<file path="config.mk">
export PLATFORM = sky130hd
export DESIGN_NAME = keypad_scanner_fifo
export DESIGN_NICKNAME = d
export VERILOG_FILES = /design/src/rtl/keypad_scanner_fifo.sv
export SDC_FILE = /design/constraint.sdc
export NUM_CORES = 1
export LEC_CHECK = 0
export ABC_AREA = 0
export CAP_MARGIN = 5
export CORE_MARGIN = 5
export CORE_UTILIZATION = 30
export DETAILED_ROUTE_END_ITERATION = 8
export PLACE_DENSITY_LB_ADDON = 0.1
export REMOVE_ABC_BUFFERS = 1
export SLEW_MARGIN = 30
export SYNTH_ARGS = -nofsm -noshare
export SYNTH_HDL_FRONTEND = slang
export SYNTH_SLANG_ARGS = --single-unit
export TNS_END_PERCENT = 5
</file>
<file path="constraint.sdc">
create_clock -name ClockIn -period 2.7 [get_ports ClockIn]
set_clock_uncertainty 0.1 [all_clocks]
set_input_delay 0.27 -clock ClockIn [delete_from_list [all_inputs] [get_ports ClockIn]]
set_output_delay 0.27 -clock ClockIn [all_outputs]
set_load 0.02 [all_outputs]
</file>
<file path="src/rtl/keypad_scanner_fifo.sv">
// Matrix keypad scanner: column drive, row debounce, key locking and a
// first-word-fall-through key-code FIFO drained with a valid/read handshake.
module keypad_scanner_fifo #(
    parameter int NUM_ROWS       = 4,
    parameter int NUM_COLS       = 4,
    parameter int SCAN_DIVIDER   = 50000,
    parameter int DEBOUNCE_TICKS = 3,
    parameter int FIFO_DEPTH     = 4,
    localparam int CODE_WIDTH    = $clog2(NUM_ROWS * NUM_COLS),
    localparam int CNT_WIDTH     = $clog2(FIFO_DEPTH) + 1
) (
    input  logic                  ClockIn,
    input  logic                  Reset,
    input  logic [NUM_ROWS-1:0]   Rows,
    output logic [NUM_COLS-1:0]   Columns,
    input  logic                  KeyRead,
    output logic                  KeyValid,
    output logic [CODE_WIDTH-1:0] KeyCode,
    output logic [CNT_WIDTH-1:0]  Count,
    output logic                  Found,
    output logic                  Locked,
    output logic                  Overflow
);

    localparam int PRE_W = $clog2(SCAN_DIVIDER);
    localparam int COL_W = $clog2(NUM_COLS);
    localparam int ROW_W = $clog2(NUM_ROWS);
    localparam int DB_W  = $clog2(DEBOUNCE_TICKS + 1);
    localparam int PTR_W = $clog2(FIFO_DEPTH);

    typedef enum logic [1:0] {SCAN, DEBOUNCE, HELD} state_e;

    state_e                state_q, state_d;
    logic [NUM_ROWS-1:0]   rows_meta_q, rows_sync_q;
    logic [PRE_W-1:0]      pre_q, pre_d;
    logic [COL_W-1:0]      col_q, col_d, col_next;
    logic [ROW_W-1:0]      row_q, row_d, low_row;
    logic [DB_W-1:0]       cnt_q, cnt_d, cnt_inc;
    logic                  found_q, found_d;
    logic                  overflow_q, overflow_d;
    logic [PTR_W-1:0]      wr_ptr_q, wr_ptr_d, rd_ptr_q, rd_ptr_d;
    logic [CNT_WIDTH-1:0]  count_q, count_d;
    logic [CODE_WIDTH-1:0] mem_q [FIFO_DEPTH];
    logic [CODE_WIDTH-1:0] push_code;
    logic                  tick, any_low, push, pop, full, wr_en;

    function automatic logic [CODE_WIDTH-1:0] code_of(
        input logic [ROW_W-1:0] r,
        input logic [COL_W-1:0] c
    );
        return CODE_WIDTH'(r) * CODE_WIDTH'(NUM_COLS) + CODE_WIDTH'(c);
    endfunction

    always_comb begin
        tick     = (pre_q == PRE_W'(SCAN_DIVIDER - 1));
        pre_d    = tick ? '0 : pre_q + 1'b1;
        any_low  = ~&rows_sync_q;
        low_row  = '0;
        // Descending walk so the lowest-index low row wins.
        for (int i = NUM_ROWS - 1; i >= 0; i--) begin
            if (!rows_sync_q[i]) low_row = ROW_W'(i);
        end
        col_next = (col_q == COL_W'(NUM_COLS - 1)) ? '0 : col_q + 1'b1;
        cnt_inc  = cnt_q + 1'b1;
    end

    always_comb begin
        state_d   = state_q;
        col_d     = col_q;
        row_d     = row_q;
        cnt_d     = cnt_q;
        push      = 1'b0;
        push_code = code_of(row_q, col_q);
        if (tick) begin
            unique case (state_q)
                SCAN: begin
                    if (any_low) begin
                        row_d = low_row;
                        cnt_d = DB_W'(1);
                        if (DEBOUNCE_TICKS == 1) begin
                            push      = 1'b1;
                            push_code = code_of(low_row, col_q);
                            cnt_d     = '0;
                            state_d   = HELD;
                        end else begin
                            state_d = DEBOUNCE;
                        end
                    end else begin
                        col_d = col_next;
                    end
                end
                DEBOUNCE: begin
                    if (!rows_sync_q[row_q]) begin
                        cnt_d = cnt_inc;
                        if (cnt_inc == DB_W'(DEBOUNCE_TICKS)) begin
                            push    = 1'b1;
                            cnt_d   = '0;
                            state_d = HELD;
                        end
                    end else begin
                        state_d = SCAN;
                        col_d   = col_next;
                    end
                end
                HELD: begin
                    if (rows_sync_q[row_q]) begin
                        cnt_d = cnt_inc;
                        if (cnt_inc == DB_W'(DEBOUNCE_TICKS)) begin
                            cnt_d   = '0;
                            state_d = SCAN;
                            col_d   = col_next;
                        end
                    end else begin
                        cnt_d = '0;
                    end
                end
                default: state_d = SCAN;
            endcase
        end
    end

    always_comb begin
        pop        = KeyRead && (count_q != '0);
        full       = (count_q == CNT_WIDTH'(FIFO_DEPTH));
        // A simultaneous pop frees a slot, so a full FIFO still accepts.
        wr_en      = push && (!full || pop);
        overflow_d = overflow_q | (push && full && !pop);
        found_d    = push;
        wr_ptr_d   = wr_en ? wr_ptr_q + 1'b1 : wr_ptr_q;
        rd_ptr_d   = pop ? rd_ptr_q + 1'b1 : rd_ptr_q;
        count_d    = count_q;
        if (wr_en && !pop) begin
            count_d = count_q + 1'b1;
        end else if (pop && !wr_en) begin
            count_d = count_q - 1'b1;
        end
    end

    always_ff @(posedge ClockIn or posedge Reset) begin
        if (Reset) begin
            state_q     <= SCAN;
            rows_meta_q <= '1;
            rows_sync_q <= '1;
            pre_q       <= '0;
            col_q       <= '0;
            row_q       <= '0;
            cnt_q       <= '0;
            found_q     <= 1'b0;
            overflow_q  <= 1'b0;
            wr_ptr_q    <= '0;
            rd_ptr_q    <= '0;
            count_q     <= '0;
        end else begin
            state_q     <= state_d;
            rows_meta_q <= Rows;
            rows_sync_q <= rows_meta_q;
            pre_q       <= pre_d;
            col_q       <= col_d;
            row_q       <= row_d;
            cnt_q       <= cnt_d;
            found_q     <= found_d;
            overflow_q  <= overflow_d;
            wr_ptr_q    <= wr_ptr_d;
            rd_ptr_q    <= rd_ptr_d;
            count_q     <= count_d;
        end
    end

    always_ff @(posedge ClockIn) begin
        if (wr_en) mem_q[wr_ptr_q] <= push_code;
    end

    always_comb begin
        Columns        = '1;
        Columns[col_q] = 1'b0;
    end

    assign KeyValid = (count_q != '0);
    assign KeyCode  = KeyValid ? mem_q[rd_ptr_q] : '0;
    assign Count    = count_q;
    assign Found    = found_q;
    assign Locked   = (state_q == HELD);
    assign Overflow = overflow_q;

endmodule

</file>
==> out/metrics.cfg <==
[sta]
holdWs_ns = 0.2391
max_freq_mhz = 376.4
fin_crit_sh_pct = 98.40
finalCriticalPeriod_ns = 2.657
fin_ws_ns = 0.04332
drv_slew = 0
setup_viol = 0
hold_violations = 0
fin_tns_setup_ns = 0
rsz0062_at_grt = true
slew_headroom_pct = 61.63
tightestPinTransition_ns = 0.5707

[power_and_ir_drop]
worst_ir_drop_vdd_v = 0.0002089
powerDensity_mw_per_mm2 = 585.0
leakagePower_nw = 1.486

[synth]
avgSynthCellArea_um2 = 13.10
ys_ff_latch = 57
yosys_warnings = 0
ys.flop_type = dfrtp_1
ys_seq_area_share_pct = 56.48
synth_cells = 205
synth_cell_types = 48
netlist_area_mm2 = 0.002685
synth-edff-count = 16
async_flop_share_pct = 71.93

[flow_run]
max_cap_viol_count = 0

[route]
dr.pass1.iters = 4
ant_nets = 0
drtIter0Drc = 37
drc = 0
via_per_inst = 4.604
wirelength_mm = 5.072
drt-wirelength-per-cell_um = 13.38
vias = 1745

[clock_network]
clk-insertion-delay-late_ns = 0.33
numCtsBuffers = 9
htreeDepth = 3
cts_sinks = 57
cts_tree = yes
clkTransAtPathRegs_ns = 0.07
hold_buffers = 0
cts-root-buf = clkbuf_8
clock_path_buffers = 2

[place]
place_ws_ns = -0.07809
place_hpwl_mm = 3.708
dp.cells = 361
gp_congestion = 0.7868
port_buffers = 21
place_area_mm2 = 0.003249

[final_layout]
finalNonFillerCells = 379
diodes = 0
final_cell_area_mm2 = 0.003457
area_growth_pct = 28.75
drive_gt1_share_pct = 29.89
finalNetCount = 288

[setup_path]
worstPathRequired_ns = 2.86
worstSetupPathType = flip-flop to flip-flop
worstSetupEndpointType = flip-flop
worstPathMaxFanout = 2
worstRegToRegCells = 9
cp-start-kind = flip-flop
worstPathArrival_ns = 2.82

[floorplan]
rows = 34
die_x_um = 104.6
die_area_mm2 = 0.01094
num_io_pins = 22
fp.dieH_um = 104.6
initial_core_util_pct = 30.79
core_area_mm2 = 0.008721

[global_route]
grt_pass1_wl_mm = 8.776
first_global_vias = 1793
grt_usage_pct = 10.18
overflow = 0
grt_start_max_net_pins = 42
antenna_found_initial = 0

[min_path]
hold_path.class = input port to flip-flop
min_path_cells = 1

[status]
status = complete, no violations

state kept, by name, summed over array words and instances, names as in the netlist:
register / cells
pre_q: 16
state_q: 2
wr_ptr_q: 2
Overflow: 1
mem_q: 16
rd_ptr_q: 2
Count: 3
rows_meta_q: 4
cnt_q: 2
row_q: 2
rows_sync_q: 4
Found: 1
col_q: 2
logic make-up after synthesis:
logic type	Yosys count	share of synthesized area [%]
AND/OR/NAND/NOR	68	15.94
flip-flops	57	56.48
AO/OA/AOI/OAI	19	5.173
XOR/XNOR	18	5.871
buffers and inverters	17	2.423
adder cells (fa/ha/maj)	15	7.269
multiplexers	11	6.850
synth_stat cells, types with 2 or more instances:
cell | count | area share (%)
a21oi_1 | 3 | 0.56
a41oi_1 | 3 | 0.98
and2_1 | 4 | 0.93
and2_2 | 4 | 1.1
and4_1 | 4 | 1.3
clkbuf_1 | 2 | 0.28
dfrtp_1 | 33 | 31
dfstp_2 | 8 | 7.8
edfxtp_1 | 16 | 18
ha_1 | 14 | 6.5
inv_1 | 14 | 2.0
mux2_2 | 5 | 2.1
mux4_2 | 5 | 4.2
nand2_1 | 11 | 1.5
nand3_1 | 6 | 1.1
nand4_1 | 6 | 1.4
nand4b_1 | 3 | 0.98
nor2_1 | 12 | 1.7
nor2b_1 | 2 | 0.47
nor3_1 | 3 | 0.56
o21ai_0 | 3 | 0.56
or3_1 | 2 | 0.47
xnor2_1 | 7 | 2.3
xor2_1 | 11 | 3.6
worst paths after layout:
kind                                 from        endpoint  slack [ns]
min reg2reg                rows_meta_q[1]  rows_sync_q[1]        0.26
max                              row_q[0]        Count[2]        0.04
max reg2reg                      row_q[0]        Count[2]        0.04
min                               Rows[2]  rows_meta_q[2]        0.24
max in group asynchronous           Reset  rows_sync_q[3]        1.85
min in group asynchronous           Reset        pre_q[0]        0.29
cell type report:
cell class / count / area (um^2)
fill: 826 / 5264
sequential: 57 / 1516
multi-input combinational: 131 / 1115
timing repair buffer: 53 / 450.4
tap: 108 / 135.1
clock buffer: 11 / 131.4
clock inverter: 5 / 56.30
inverter: 14 / 52.55
stage by stage:
stage	total power [mW]	utilization, %
after global routing	2.140	39.64
after detailed placement	1.290	37.26
final	2.022	39.64
after global placement	1.290	37.26
after floorplan	1.173	-
after CTS	2.064	39.56
placed cells by master, fill, tap and decap left out, drive strengths merged, types with 6 or more instances in the layout:
| cell | instances |
|---|---|
| dfrtp | 33 |
| buf | 32 |
| clkdlybuf4s50 | 21 |
| edfxtp | 16 |
| inv | 14 |
| ha | 14 |
| nor2 | 12 |
| xor2 | 11 |
| nand2 | 11 |
| clkbuf | 11 |
| dfstp | 8 |
| and2 | 8 |
| xnor2 | 7 |
| nand3 | 6 |
| nand4 | 6 |
| mux2 | 6 |
per-layer routing:
metal / part of all wire, % / track usage, % / routed length (um)
met1: 47 / 12.85 / 2405
met2: 46 / 15.38 / 2330
met3: 5.0 / 4.131 / 256
met4: 1.6 / 4.475 / 80
met5: 0 / 0 / 0
what timing repair did:
| action | CTS | global route |
|---|---|---|
| setup endpoints to repair | 2 | 2 |
| gates cloned | 0 | 0 |
| setup buffers | 1 | 1 |
| endpoints found under the hold margin | 0 | 0 |
| pin swaps | 5 | 3 |
| resized for setup | 2 | 1 |
where the power goes:
group          switching, mW  internal, mW
logic                  0.111         0.148
registers             0.0741         0.935
clock network          0.330         0.425
critical path, stage by stage, from the launching register on:
cell and delay (ns):
dfrtp_1 0.37, mux4_2 0.53, or2b_4 0.28, nor4_4 0.29, ha_2 0.24, inv_2 0.04
fa_2 0.32, xor2_1 0.16, nor2_1 0.13, xor2_1 0.14
(Power assumes the default switching activity.)
